--- src/rtl/fir_mac_seq_if.sv ---
// Sample/coefficient/result bus of the sequential FIR MAC.
// The master drives samples and coefficient writes; the slave returns results.
interface fir_mac_seq_if #(
  parameter int DW   = 16,
  parameter int CW   = 16,
  parameter int TAPS = 16
);
  localparam int AIW = $clog2(TAPS);

  logic                  in_valid;
  logic                  in_ready;
  logic signed [DW-1:0]  in_data;
  logic                  coef_we;
  logic [AIW-1:0]        coef_addr;
  logic signed [CW-1:0]  coef_data;
  logic                  out_valid;
  logic signed [DW-1:0]  out_data;
  logic                  busy;

  modport master (
    output in_valid, in_data, coef_we, coef_addr, coef_data,
    input  in_ready, out_valid, out_data, busy
  );

  modport slave (
    input  in_valid, in_data, coef_we, coef_addr, coef_data,
    output in_ready, out_valid, out_data, busy
  );
endinterface

--- src/rtl/fir_mac_seq.sv ---
// Single-multiplier FIR: one tap per cycle over a TAPS-deep delay line,
// then an arithmetic right shift and saturation to the sample width.
module fir_mac_seq #(
  parameter int DW    = 16,
  parameter int CW    = 16,
  parameter int TAPS  = 16,
  parameter int SHIFT = 11
) (
  input  logic           clk,
  input  logic           rst,
  fir_mac_seq_if.slave   bus
);
  localparam int AIW = $clog2(TAPS);
  localparam int PW  = DW + CW;
  localparam int AW  = DW + CW + AIW;
  localparam logic [AIW-1:0] LAST   = AIW'(TAPS - 1);
  localparam logic [AIW:0]   TAPS_C = (AIW + 1)'(TAPS);

  typedef enum logic [1:0] {S_IDLE, S_MAC, S_DONE} state_e;

  state_e                    state_q, state_d;
  logic signed [AW-1:0]      acc_q, acc_d;
  logic [AIW-1:0]            cnt_q, cnt_d;
  logic [TAPS-1:0][DW-1:0]   dly_q, dly_d;
  logic [TAPS-1:0][CW-1:0]   coef_q, coef_d;
  logic                      out_valid_q, out_valid_d;
  logic [DW-1:0]             out_data_q, out_data_d;

  // Current tap product, both operands sign-extended to full product width
  logic [CW-1:0]             c_sel;
  logic [DW-1:0]             d_sel;
  logic signed [PW-1:0]      c_ext, d_ext, prod;
  logic signed [AW-1:0]      prod_ext;

  assign c_sel    = coef_q[cnt_q];
  assign d_sel    = dly_q[cnt_q];
  assign c_ext    = {{DW{c_sel[CW-1]}}, c_sel};
  assign d_ext    = {{CW{d_sel[DW-1]}}, d_sel};
  assign prod     = c_ext * d_ext;
  assign prod_ext = {{AIW{prod[PW-1]}}, prod};

  // Floor shift, then clamp when the upper bits are not pure sign extension
  logic signed [AW-1:0]      acc_sh;
  logic                      fits;
  logic [DW-1:0]             sat;

  assign acc_sh = acc_q >>> SHIFT;
  assign fits   = (&acc_sh[AW-1:DW-1]) | ~(|acc_sh[AW-1:DW-1]);
  assign sat    = fits         ? acc_sh[DW-1:0] :
                  acc_sh[AW-1] ? {1'b1, {(DW-1){1'b0}}} :
                                 {1'b0, {(DW-1){1'b1}}};

  logic addr_ok;
  assign addr_ok = ({1'b0, bus.coef_addr} < TAPS_C);

  always_comb begin
    state_d     = state_q;
    acc_d       = acc_q;
    cnt_d       = cnt_q;
    dly_d       = dly_q;
    coef_d      = coef_q;
    out_valid_d = 1'b0;
    out_data_d  = out_data_q;
    case (state_q)
      S_IDLE: begin
        if (bus.coef_we && addr_ok) coef_d[bus.coef_addr] = bus.coef_data;
        if (bus.in_valid) begin
          dly_d   = {dly_q[TAPS-2:0], bus.in_data};
          acc_d   = '0;
          cnt_d   = '0;
          state_d = S_MAC;
        end
      end
      S_MAC: begin
        acc_d = acc_q + prod_ext;
        cnt_d = cnt_q + 1'b1;
        if (cnt_q == LAST) state_d = S_DONE;
      end
      S_DONE: begin
        out_valid_d = 1'b1;
        out_data_d  = sat;
        state_d     = S_IDLE;
      end
      default: state_d = S_IDLE;
    endcase
  end

  always_ff @(posedge clk) begin
    if (rst) begin
      state_q     <= S_IDLE;
      acc_q       <= '0;
      cnt_q       <= '0;
      dly_q       <= '0;
      coef_q      <= '0;
      out_valid_q <= 1'b0;
      out_data_q  <= '0;
    end else begin
      state_q     <= state_d;
      acc_q       <= acc_d;
      cnt_q       <= cnt_d;
      dly_q       <= dly_d;
      coef_q      <= coef_d;
      out_valid_q <= out_valid_d;
      out_data_q  <= out_data_d;
    end
  end

  assign bus.in_ready  = (state_q == S_IDLE);
  assign bus.busy      = (state_q == S_MAC) || (state_q == S_DONE);
  assign bus.out_valid = out_valid_q;
  assign bus.out_data  = out_data_q;
endmodule

--- src/flat_wrapper.sv ---
// flat-port wrapper written by rule: the top's interface ports become plain ports
module fir_mac_seq_flat 
#(
  parameter int DW    = 16,
  parameter int CW    = 16,
  parameter int TAPS  = 16,
  parameter int SHIFT = 11
)
  (clk, rst, bus_in_valid, bus_in_data, bus_coef_we, bus_coef_addr, bus_coef_data, bus_in_ready, bus_out_valid, bus_out_data, bus_busy);
  fir_mac_seq_if #(.DW(DW), .CW(CW), .TAPS(TAPS)) bus_i ();
  input  logic clk;
  input  logic rst;
  input wire logic [$bits(bus_i.in_valid)-1:0] bus_in_valid;
  input wire logic [$bits(bus_i.in_data)-1:0] bus_in_data;
  input wire logic [$bits(bus_i.coef_we)-1:0] bus_coef_we;
  input wire logic [$bits(bus_i.coef_addr)-1:0] bus_coef_addr;
  input wire logic [$bits(bus_i.coef_data)-1:0] bus_coef_data;
  output wire logic [$bits(bus_i.in_ready)-1:0] bus_in_ready;
  output wire logic [$bits(bus_i.out_valid)-1:0] bus_out_valid;
  output wire logic [$bits(bus_i.out_data)-1:0] bus_out_data;
  output wire logic [$bits(bus_i.busy)-1:0] bus_busy;
  assign bus_i.in_valid = bus_in_valid;
  assign bus_i.in_data = bus_in_data;
  assign bus_i.coef_we = bus_coef_we;
  assign bus_i.coef_addr = bus_coef_addr;
  assign bus_i.coef_data = bus_coef_data;
  assign bus_in_ready = bus_i.in_ready;
  assign bus_out_valid = bus_i.out_valid;
  assign bus_out_data = bus_i.out_data;
  assign bus_busy = bus_i.busy;
  fir_mac_seq #(.DW(DW), .CW(CW), .TAPS(TAPS), .SHIFT(SHIFT)) u_core (.clk(clk), .rst(rst), .bus(bus_i));
endmodule
--- config.mk ---
export PLATFORM = sky130hd
export DESIGN_NAME = fir_mac_seq_flat
export DESIGN_NICKNAME = d
export VERILOG_FILES = /design/src/rtl/fir_mac_seq_if.sv /design/src/rtl/fir_mac_seq.sv /design/src/flat_wrapper.sv
export SDC_FILE = /design/constraint.sdc
export NUM_CORES = 2
export LEC_CHECK = 0
export ABC_AREA = 0
export CORE_AREA = 2 2 225 271
export CTS_CLUSTER_SIZE = 16
export DETAILED_ROUTE_END_ITERATION = 6
export DIE_AREA = 0 0 227 273
export DONT_BUFFER_PORTS = 1
export PLACE_DENSITY = 0.86
export RECOVER_POWER = 25
export SYNTH_ARGS = -nofsm -noshare
export SYNTH_HDL_FRONTEND = slang
export SYNTH_SLANG_ARGS = --single-unit
--- constraint.sdc ---
create_clock -name clk -period 9.6 [get_ports clk]
set_clock_uncertainty 0.2 [all_clocks]
set_input_delay 1.44 -clock clk [delete_from_list [all_inputs] [get_ports clk]]
set_output_delay 1.44 -clock clk [all_outputs]
set_load 0.02 [all_outputs]
# [Word-level counts from Yosys, hierarchy flattened]
# Index checks and enable logic that the tools add are counted.
[word_totals] ff_bits=571 in_bits=40 word_cells=77
[op_classes] addsub=2 mul=1 order_cmp=3 n_eq_ne=5 n_mux=17 n_bitwise=2 reduce_logical=10
[ops] cell="bitwise mux 256 bit" n=1
[ops] cell="binary-select mux 16 bit (select 4 bit)" n=2
[ops] cell="2-to-1 mux 16 bit" n=5
[ops] cell="case mux 36 bit (2 select lines)" n=1
[ops] cell="demux 16 bit (select 4 bit)" n=1
[ops] cell="adder 36 x 32 -> 36 bit" n=1
[ops] cell="2-to-1 mux 36 bit" n=1
[ops] cell="multiplier 16 x 16 -> 32 bit" n=1
[ops] cell="< comparator 4 x 5 -> 1 bit, second input constant" n=2
[ops] cell="AND reduction 10 bit" n=1
[ops] cell="OR reduction 10 bit" n=1
[ops] cell="case mux 4 bit (2 select lines)" n=1
[ops] cell="AND reduction 2 bit" n=4
[ops] cell="adder 4 x 1 -> 4 bit, second input constant" n=1
[ops] cell="== test 4 bit, second input constant" n=1
[ops] cell="greater-or-equal comparator 4 x 1 -> 1 bit, second input constant" n=1
[ops] cell="2-to-1 mux 2 bit" n=2
[ops] cell="2-to-1 mux 4 bit" n=1
[ops] cell="case mux 2 bit (2 select lines)" n=1
[ops] cell="== test 2 x 1 -> 1 bit, second input constant" n=1
[ops] cell="== test 2 bit, second input constant" n=1
[ops] cell="zero test 2 bit" n=1
[ops] cell="!= test 2 x 1 -> 1 bit, second input constant" n=1
[ops] cell="!= test 2 bit, second input constant" n=1
[ops] cell="other kinds (6)" n=6

# [Depth between registers and ports, before layout]
[logic_depth] word_depth=5 mapped_depth=33

# [Least setup slack after synthesis]
# No wires, ideal clock.
[synth_path] path_type="register to register" startpoint="register u_core.cnt_q[0]" endpoint="register u_core.acc_q[32]" t_arrival_ps=7601 required_time_ps=9313 path_slack_ps=1712 stages_incl_launch_ff=28 n_path_buf=4 cell_sequence="dfxtp_1 buf_6 buf_6 buf_2 buf_2 mux4_2 mux2_2 o21ai_1 nor2_1 fa_1 inv_1 fa_1 fa_1 fa_1 inv_1 fa_1 inv_1 fa_1 inv_1 ha_1 nand4_1 or4b_1 a21oi_1 o21ai_0 a31oi_1 o21a_1 nor3_1 o31ai_1"
[synth_via] elab_chain_cells=5 elab_cells_between_ends=7 cone_classes="1 x add/sub; 1 x mul; 5 x mux"
[synth_rtl] item="start: declaration" line="fir_mac_seq.sv:23" text="logic [AIW-1:0] cnt_q, cnt_d;"
[synth_rtl] item="start signal: assignment" line="fir_mac_seq.sv:100" text="cnt_q <= cnt_d;"
[synth_rtl] item="binary-select mux 16 bit (select 4 bit), on equally long branches" line="fir_mac_seq.sv:35, fir_mac_seq.sv:36"
[synth_rtl] item="2-to-1 mux 16 bit, on equally long branches" line="fir_mac_seq.sv:35, fir_mac_seq.sv:36"
[synth_rtl] item="multiplier 16 x 16 -> 32 bit (*)" line="fir_mac_seq.sv:39" text="assign prod = c_ext * d_ext;"
[synth_rtl] item="adder 36 x 32 -> 36 bit (*)" line="fir_mac_seq.sv:75" text="acc_d = acc_q + prod_ext;"
[synth_rtl] item="case mux 36 bit (2 select lines) (*)" line="fir_mac_seq.sv:64" text="case (state_q)"
[synth_rtl] item="end signal: assignment" line="fir_mac_seq.sv:91" text="acc_q <= '0;"
[synth_rtl] item="end signal: assignment" line="fir_mac_seq.sv:99" text="acc_q <= acc_d;"
[synth_rtl] item="end: declaration" line="fir_mac_seq.sv:22" text="logic signed [AW-1:0] acc_q, acc_d;"
# Mark *: on every way between the ends. The rest lies on a longest branch, timed or not. The select of a mux whose other input is x is not followed.
# A chain may end at the register's enable or synchronous reset.

# [Worst setup path in the final report]
[layout_path] startpoint="register u_core.cnt_q[0]" endpoint="register u_core.acc_q[33]"
# Same word-level chain as after synthesis.

==> flow_summary.yaml <==
layout:
  diodes: 0
  fillers: 4588
  syn_to_final_growth_pct: 6.68
  seq_area_sq_um: 11400
  drive_above_1_share_pct: 8.33
  multiInputGateArea_sq_um: 21200
  finalNetCount: 4384
  final_common_cell: "nand2_1"
  final_cell_mix: "1180 x nand2_1, 567 x dfxtp_1, 539 x a21oi_1"
  design_area_sq_um: 37500
cts:
  cts_tree: "built"
  cts_setup_buffers: 0
  clkTransAtPathRegs_ns: 0.07
  clk-insertion-delay-late_ns: 0.63
  ctsHoldBuffers: 0
  cts_buffers: 53
  cts_htree_levels: 2
  clkSinkCount: 571
  post_cts_resized: 0
  clockBufferDepth: 3
  cts_root_buffer: "clkbuf_16"
yosys:
  syn-cell-area_sq_um: 35200
  ys_seq_elements: 571
  synth_fp_nets: 4533
  synth.avg_cell_area_sq_um: 8.64
  synthCells: 4068
  ys.warnings.count: 0
  ys_async_sr_fraction_pct: 0
  synth_edf_count: 0
  ys.flop_type: "dfxtp_1"
  synth_cell_types: 58
  ys_seq_area_share_pct: 32.5
floorplan:
  rows: 98
  start_util_pct: 59.3
  ioPinCount: 59
  die_x_um: 227
  core_area_sq_um: 59300
  die_area_sq_um: 62000
  die_h_um: 273
worst_setup_path:
  rr_worst_depth: 25
  crit_type: "flop to flop"
  r2r_start: "u_core.cnt_q[0]"
  regToRegSetupSlack_ns: 0.82
  cp-endpoint: "u_core.acc_q[33]"
  crit_path_start: "u_core.cnt_q[0]"
  cp.arrival_ns: 9.09
  start_kind: "flop"
  critPathMaxFanout: 19
  critPathCaptureType: "flop"
  critPathRequiredTime_ns: 9.90
  reg2reg_to: "u_core.acc_q[33]"
global_routing:
  grt_overflow: 0
  grt_pass1_wl_mm: 143
  grt_max_degree: 555
  antenna_found_initial: 0
  grt_pass1_vias: 28500
  grtUsageTotal_pct: 28.8
timing:
  fin_crit_sh_pct: 91.5
  tightest_slew_ns: 2.35
  fin_hold_ws_ns: 0.251
  setup_tns_ns: 0
  hold_viol_final: 0
  max_freq_mhz: 114
  setup_viol: 0
  rsz0062_at_grt: "false"
  slew_viol_final: 412
  min_period_ns: 8.78
  slew_headroom_pct: -56.7
pwr:
  p_sw_mw: 1.27
  seq_power_share_pct: 47.7
  p_per_area_nw_per_um2: 135
  intPower_mw: 3.79
  power_frac_clock_pct: 44.3
  p_comb_share_pct: 8.0
  ir_worst_vdd_mv: 0.159
  p_leak_nw: 14.6
  swShare_pct: 25.1
routing:
  viasPerCell: 5.93
  wl_per_cell_um: 18.5
  vias: 28200
  drcViolationCount: 6
  first_iter_violations: 3318
  dr.pass1.iters: 7
  postRouteAntennaNets: 0
  routed_wirelength_mm: 88.2
min_path:
  min_path_type: "flop to flop"
  hold_start: "u_core.dly_q[247]"
run_status:
  status: "complete, but fails checks"
  violations: "design-rule violations, max-capacitance violations, max-slew violations"
placed_design:
  io_buffers: 0
  placed_cell_area_sq_um: 35700
  place.gp.congestion: 0.951
  dp_hpwl_mm: 60.2
flow_run:
  maxCapViolCount: 2
==> sequential cells by signal (all words and copies together), names as in the netlist <==
name,flops
u_core.coef_q,256
u_core.dly_q,256
u_core.acc_q,36
u_core.bus.out_data,16
u_core.cnt_q,4
u_core.state_q,2
u_core.bus.out_valid,1
==> area by class of cell <==
cell class,instances,share of cell area [%]
Multi-Input combinational cell,2838,56.6
Clock inverter,27,0.997
Timing Repair Buffer,65,1.37
Sequential cell,571,30.5
Tap cell,800,2.67
Inverter,390,3.90
Clock buffer,69,3.96
==> cell families after synthesis <==
| group | share of synthesized area (%) |
|---|---|
| fa+ha+maj | 21.8 |
| buf+inv | 7.17 |
| simple gates | 16.4 |
| mux | 10.2 |
| xor+xnor | 0.847 |
| compound gates | 11.0 |
| flops | 32.5 |
==> synthesized netlist by cell type (4+ instances only) <==
cell type  count  area share [%]
a211oi_1       4           0.085
a311oi_1      16            0.40
nor2b_1       11            0.20
o21bai_1       5            0.11
o21ai_1       19            0.27
xnor2_1       16            0.40
a21oi_1      539             7.7
ha_1         111             3.9
a31oi_1        4           0.071
mux4_2       135             8.6
or3_1          4           0.071
o31ai_1        4           0.085
or2_2          6            0.11
a21o_1        20            0.43
dfxtp_1      571              33
mux2_2        25            0.80
nand2b_1      18            0.32
o21ai_0       50            0.71
and2_1        11            0.20
nor3_1        10            0.14
a22oi_1       16            0.34
nand2_1     1180              13
buf_1         22            0.23
nand3_1       11            0.16
nand4_1        6            0.11
fa_1         314              18
xor2_1        18            0.45
o21a_1        14            0.30
mux2i_1       26            0.74
buf_2         21            0.30
clkbuf_1     222             2.4
nor2_1       211             2.3
inv_1        390             4.2
==> critical path: stages (launching register included) <==
cell and delay [ns]:
dfxtp_4 0.66, buf_4 0.40, mux4_2 0.54, mux2_2 0.29, o21ai_1 0.78, nor2_1 0.17, fa_1 0.55, inv_1 0.06
fa_1 0.46, fa_1 0.53, fa_1 0.55, inv_1 0.05, fa_1 0.48, inv_1 0.05, fa_1 0.47, inv_1 0.04
ha_1 0.38, a21oi_1 0.15, o211ai_1 0.23, a21boi_0 0.13, o31ai_1 0.47, a31oi_1 0.29, o2111ai_1 0.28, a21oi_1 0.11
xnor2_1 0.13, a22o_1 0.19
==> per-layer routing <==
layer	routed length [um]	track usage (%)	up-vias
met2	43000	48.5	1327
met3	7610	5.58	302
met4	4540	14.8	0
met5	0	0	-
li1	-	-	12800
met1	33000	35.2	13800
==> stage by stage <==
stage	power (mW)	utilization (%)	setup WS (ns)	std cells
global route	5.21	63.2	0.495	4760
global placement	2.86	60.1	1.15	4664
finish	5.06	63.2	0.815	4760
detailed placement	2.87	60.1	1.02	4664
floorplan	2.81	-	1.71	4068
CTS	5.08	63.3	0.927	4760
==> power by group through the flow <==
stage / sequential, mW / combinational (mW) / clock (mW)
finish: 2.41 / 0.407 / 2.24
global route: 2.42 / 0.448 / 2.35
CTS: 2.41 / 0.404 / 2.26
floorplan: 2.46 / 0.353 / 0
global placement: 2.47 / 0.389 / 0
detailed placement: 2.47 / 0.403 / 0
==> worst min path at each step <==
stage | end | slack (ns) | depth (start not counted)
final | u_core.dly_q[247] | 0.25 | 2
after detailed placement | u_core.coef_q[38] | 0.24 | 2
after global placement | u_core.coef_q[113] | 0.24 | 2
after floorplan | u_core.coef_q[100] | 0.23 | 2
after global routing | u_core.coef_q[177] | 0.27 | 2
after CTS | u_core.coef_q[32] | 0.25 | 2
(Power assumes the default switching activity.)
